<file path="src/rtl/parallel_to_serial_if.sv">
// Handshake and serial-output bundle between a word source and the parallel_to_serial shifter.
interface parallel_to_serial_if #(
  parameter int max_width  = 16,
  parameter int width_bits = 5
);
  logic                  load;
  logic [width_bits-1:0] width;
  logic [max_width-1:0]  data;
  logic                  ready;
  logic                  out;
  logic                  out_valid;
  logic                  first;
  logic                  last;

  modport master (
    output load, width, data,
    input  ready, out, out_valid, first, last
  );

  modport slave (
    input  load, width, data,
    output ready, out, out_valid, first, last
  );
endinterface

</file>
<file path="src/rtl/parallel_to_serial.sv">
// LSB-first word serializer with a one-entry holding slot so consecutive words stream gap-free.
module parallel_to_serial #(
  parameter int max_width  = 16,
  parameter int width_bits = 5
) (
  input logic                  clock,
  input logic                  reset,
  parallel_to_serial_if.slave  bus
);

  localparam logic [width_bits-1:0] MAX_W = width_bits'(max_width);
  localparam logic [width_bits-1:0] ONE   = width_bits'(1);

  // 0 and oversize requests both mean a full-length word
  function automatic logic [width_bits-1:0] clamp_width(input logic [width_bits-1:0] w);
    if ((w == '0) || (w > MAX_W)) return MAX_W;
    return w;
  endfunction

  logic [max_width-1:0]  sh_word;
  logic [width_bits-1:0] sh_cnt;
  logic                  busy;
  logic [max_width-1:0]  hold_word;
  logic [width_bits-1:0] hold_width;
  logic                  hold_full;
  logic                  rdy_en;
  logic                  out_p0;
  logic                  vld_p0;
  logic                  first_p0;
  logic                  last_p0;

  logic                  ready;
  logic                  accept;
  logic                  finishing;
  logic [max_width-1:0]  shifted;
  logic [width_bits-1:0] eff_width;

  always_comb begin
    ready     = rdy_en & ~hold_full;
    accept    = bus.load & ready;
    finishing = busy & (sh_cnt == ONE);
    shifted   = sh_word >> 1;
    eff_width = clamp_width(bus.width);
  end

  // Output stage p0: registered bit presented during the cycle after each edge
  always_ff @(posedge clock or negedge reset) begin
    if (!reset) begin
      sh_word    <= '0;
      sh_cnt     <= '0;
      busy       <= 1'b0;
      hold_word  <= '0;
      hold_width <= '0;
      hold_full  <= 1'b0;
      rdy_en     <= 1'b0;
      out_p0     <= 1'b0;
      vld_p0     <= 1'b0;
      first_p0   <= 1'b0;
      last_p0    <= 1'b0;
    end else begin
      rdy_en <= 1'b1;
      if (busy && !finishing) begin
        sh_word  <= shifted;
        sh_cnt   <= sh_cnt - ONE;
        out_p0   <= shifted[0];
        vld_p0   <= 1'b1;
        first_p0 <= 1'b0;
        last_p0  <= (sh_cnt == width_bits'(2));
        if (accept) begin
          hold_word  <= bus.data;
          hold_width <= eff_width;
          hold_full  <= 1'b1;
        end
      end else if (hold_full) begin
        // ready is low while the slot is full, so no acceptance can collide here
        sh_word   <= hold_word;
        sh_cnt    <= hold_width;
        busy      <= 1'b1;
        hold_full <= 1'b0;
        out_p0    <= hold_word[0];
        vld_p0    <= 1'b1;
        first_p0  <= 1'b1;
        last_p0   <= (hold_width == ONE);
      end else if (accept) begin
        sh_word  <= bus.data;
        sh_cnt   <= eff_width;
        busy     <= 1'b1;
        out_p0   <= bus.data[0];
        vld_p0   <= 1'b1;
        first_p0 <= 1'b1;
        last_p0  <= (eff_width == ONE);
      end else begin
        sh_cnt   <= '0;
        busy     <= 1'b0;
        out_p0   <= 1'b0;
        vld_p0   <= 1'b0;
        first_p0 <= 1'b0;
        last_p0  <= 1'b0;
      end
    end
  end

  assign bus.ready     = ready;
  assign bus.out       = out_p0;
  assign bus.out_valid = vld_p0;
  assign bus.first     = first_p0;
  assign bus.last      = last_p0;

endmodule

</file>
<file path="src/flat_wrapper.sv">
// flat-port wrapper written by rule: the top's interface ports become plain ports
module parallel_to_serial_flat 
#(
  parameter int max_width  = 16,
  parameter int width_bits = 5
)
  (clock, reset, bus_load, bus_width, bus_data, bus_ready, bus_out, bus_out_valid, bus_first, bus_last);
  parallel_to_serial_if #(.max_width(max_width), .width_bits(width_bits)) bus_i ();
  input logic clock;
  input logic reset;
  input wire logic [$bits(bus_i.load)-1:0] bus_load;
  input wire logic [$bits(bus_i.width)-1:0] bus_width;
  input wire logic [$bits(bus_i.data)-1:0] bus_data;
  output wire logic [$bits(bus_i.ready)-1:0] bus_ready;
  output wire logic [$bits(bus_i.out)-1:0] bus_out;
  output wire logic [$bits(bus_i.out_valid)-1:0] bus_out_valid;
  output wire logic [$bits(bus_i.first)-1:0] bus_first;
  output wire logic [$bits(bus_i.last)-1:0] bus_last;
  assign bus_i.load = bus_load;
  assign bus_i.width = bus_width;
  assign bus_i.data = bus_data;
  assign bus_ready = bus_i.ready;
  assign bus_out = bus_i.out;
  assign bus_out_valid = bus_i.out_valid;
  assign bus_first = bus_i.first;
  assign bus_last = bus_i.last;
  parallel_to_serial #(.max_width(max_width), .width_bits(width_bits)) u_core (.clock(clock), .reset(reset), .bus(bus_i));
endmodule
</file>
<file path="config.mk">
export PLATFORM = sky130hd
export DESIGN_NAME = parallel_to_serial_flat
export DESIGN_NICKNAME = d
export VERILOG_FILES = /design/src/rtl/parallel_to_serial_if.sv /design/src/rtl/parallel_to_serial.sv /design/src/flat_wrapper.sv
export SDC_FILE = /design/constraint.sdc
export NUM_CORES = 1
export LEC_CHECK = 0
export ABC_AREA = 1
export BUFFER_PORTS_ARGS = -buffer_cell sky130_fd_sc_hd__buf_2
export CORE_MARGIN = 2
export CORE_UTILIZATION = 62
export CTS_CLUSTER_SIZE = 20
export DETAILED_ROUTE_END_ITERATION = 10
export GPL_ROUTABILITY_DRIVEN = 0
export GPL_TIMING_DRIVEN = 0
export PLACE_DENSITY = 0.89
export SYNTH_ARGS = -nofsm -noshare
export SYNTH_HDL_FRONTEND = slang
export SYNTH_SLANG_ARGS = --single-unit
</file>
<file path="constraint.sdc">
create_clock -name clock -period 3.7 [get_ports clock]
set_clock_uncertainty 0.05 [all_clocks]
set_input_delay 0.185 -clock clock [delete_from_list [all_inputs] [get_ports clock]]
set_output_delay 0.185 -clock clock [all_outputs]
set_load 0.005 [all_outputs]
</file>
==> flow_metrics.env <==
export IMPL_run_status="completed"
export IMPL_setup_viol=0
export IMPL_layout_worst_path_cycle_share_pct=42.8
export IMPL_synth_edff_count=0
export IMPL_post_cts_resized=0
export IMPL_cp_required_ns=3.84
export IMPL_critical_path_top_delay_family="simple AND/OR/NAND/NOR gates"
export IMPL_power_density_nw_per_um2=432
export IMPL_final_cell_mix="nand2_1 (81), dfrtp_1 (48), nand3_1 (45), o21ai_0 (35)"
export IMPL_ir_drop_mv=0.326
export IMPL_worstSetupPathType="reg2reg"
export IMPL_netlist_area_um2=2460
export IMPL_met3_usage_pct=3.89
export IMPL_numCtsBuffers=5
export IMPL_busiest_layer="met2"
export IMPL_met2_usage_pct=39.8
export IMPL_drt_total_wl_um=5100
export IMPL_cp_depth=10
export IMPL_track_usage_pct=26.0
export IMPL_multi_input_area_um2=977
export IMPL_gr_total_overflow=0
export IMPL_start_util_pct=65.7
export IMPL_dp_cells=373
export IMPL_synth_nets=325
export IMPL_final_layout_size_suffix_gt1_share_pct=18.1
export IMPL_worst_pin_slew_ns=1.06
export IMPL_synth_seq_cells=48
export IMPL_die_h_um=67.0
export IMPL_ant_nets=0
export IMPL_cp_max_fo=10
export IMPL_cp_slowest_stage_delay_ns=0.40
export IMPL_syn_inst=297
export IMPL_path_buf_inv=4
export IMPL_core_um2=3740
export IMPL_synth_distinct_cells=27
export IMPL_instances_no_fill=380
export IMPL_rsz0062_at_grt="false"
export IMPL_cp_arrival_ns=1.72
export IMPL_rows=22
export IMPL_tns_ns=0
export IMPL_fmax_mhz=632
export IMPL_hp_class="in2async"
export IMPL_maxSlewViolCount=0
export IMPL_critPathCaptureType="flip-flop"
export IMPL_clk_pin_slew_ns=0.09
export IMPL_cts_path_max_buffers=2
export IMPL_leakagePower_nw=1.35
export IMPL_die_w_um=67.0
export IMPL_final_nets=360
export IMPL_grt_pass1_wl_um=8650
export IMPL_final_util_pct=73.1
export IMPL_layout_commonest_cell="nand2_1"
export IMPL_htree_levels=2
export IMPL_synth_seq_area_share_pct=48.8
export IMPL_maxCapViolCount=0
export IMPL_grt_use_met1_pct=38.6
export IMPL_ff_latch_area_um2=1200
export IMPL_die_area_um2=4490
export IMPL_maxSlewHeadroom_pct=29.1
export IMPL_holdBufCountCts=0
export IMPL_yosysTopAreaCell="dfrtp_1"
export IMPL_vias=2094
export IMPL_hpwl_um=3550
export IMPL_crit_chain="inv_1 -> ha_1 -> inv_1 -> nor2_1 -> nand2_2 -> nand2_4 -> inv_2 -> buf_2 -> nand2_1 -> nand3_1"
export IMPL_min_period_ns=1.58
export IMPL_synth_top_area_share_pct=48.8
export IMPL_grt_max_degree=49
export IMPL_area_growth_pct=11.3
export IMPL_drt_initial_drc_count=200
export IMPL_synthArstFlopShare_pct=100
export IMPL_ff2ff_path_depth=10
export IMPL_synthFlopType="dfrtp_1"
export IMPL_antenna_found_initial=0
export IMPL_wire_per_inst_um=13.4
export IMPL_cts_sinks=48
export IMPL_finalHoldViolCount=0
export IMPL_fin_ws_ns=2.12
export IMPL_first_global_vias=1941
export IMPL_num_io_pins=29
export IMPL_ys_top_cells_by_area="dfrtp_1 (49%), nand2_1 (12%), nand3_1 (9.2%), o21ai_0 (7.1%), inv_1 (4.7%)"
export IMPL_clk_insertion_delay_late_ns=0.30
export IMPL_critPathMostFrequentCell="inv_1"
export IMPL_crit_path_top_delay_cell="dfrtp_1"
export IMPL_io_buffers=28
export IMPL_dpl_worst_slack_ns=2.14
export IMPL_cts_tree="yes"
export IMPL_post_cts_buffers=0
export IMPL_first_pass_iters=5
export IMPL_cts_root_buf="clkbuf_8"
export IMPL_synth_avg_cell_area_um2=8.28
export IMPL_n_antenna_cell=0
export IMPL_avgViaCountPerCell=5.51
export IMPL_cp_start_kind="flip-flop"
export IMPL_n_fill_cell=303
export IMPL_ys_warn_count=0
export IMPL_drc=0
[path summary, 6_finish.rpt]
check | startpoint | to | slack, ns
max | u_core.sh_cnt[1] | u_core.sh_word[9] | 2.12
min | reset | u_core.hold_word[12] | 0.03
max reg2reg | u_core.sh_cnt[1] | u_core.sh_word[9] | 2.12
min reg2reg | u_core.sh_word[1] | u_core.bus.out | 0.44
max in group asynchronous | reset | u_core.sh_word[15] | 2.91
min in group clock | bus_data[3] | u_core.hold_word[3] | 0.06
[cell usage after synthesis, types with 3 or more instances]
library cell / number
buf_2: 3
buf_6: 10
dfrtp_1: 48
ha_1: 4
inv_1: 31
nand2_1: 81
nand3_1: 45
nor2_1: 12
o21ai_0: 35
o21ai_2: 3
o22ai_1: 4
xnor2_1: 3
[per-stage QoR]
stage / hold slack, ns / area, um2 / power (W)
after floorplan: -0.161 / 2460 / 0.000811
after global routing: 0.0756 / 2740 / 0.00125
after global placement: 0.359 / 2660 / 0.000884
after CTS: 0.0519 / 2740 / 0.00119
after detailed placement: 0.366 / 2660 / 0.000896
final: 0.0289 / 2740 / 0.00118
[metal layers]
metal / wire length [um] / vias to the layer above
li1: - / 1017
met1: 2440 / 1011
met2: 2360 / 60
met3: 248 / 6
met4: 50 / 0
met5: 0 / -
[cell families (layout without fill, tap and decap cells)]
group	after synthesis	count (layout)	share of synthesized area [%]
other cells	1	1	0.152
buf+inv	49	84	11.4
flops	48	48	48.8
xor+xnor	3	3	1.07
compound gates	46	46	10.0
simple gates	146	146	26.4
fa+ha+maj	4	4	2.03
[layout make-up]
type / count / area share [%]
timing repair buffer: 28 / 5.12
clock inverter: 1 / 0.183
sequential: 48 / 43.9
inverter: 34 / 4.94
clock buffer: 6 / 2.65
tap: 48 / 2.19
buffer: 15 / 5.35
multi-input combinational: 200 / 35.7
[registers in the layout, indices dropped and copies added (netlist names)]
signal / count
u_core.rdy_en: 1
u_core.hold_word: 16
u_core.bus.out_valid: 1
u_core.sh_cnt: 5
u_core.busy: 1
u_core.hold_full: 1
u_core.bus.first: 1
u_core.bus.out: 1
u_core.bus.last: 1
u_core.hold_width: 5
u_core.sh_word: 15
[power breakdown]
group | switching, W | internal [W] | leakage [nW]
registers | 0.0000289 | 0.000600 | 0.611
clock network | 0.000162 | 0.000129 | 0.0410
logic | 0.000169 | 0.0000932 | 0.702
Power figures use the tool's default switching activity.
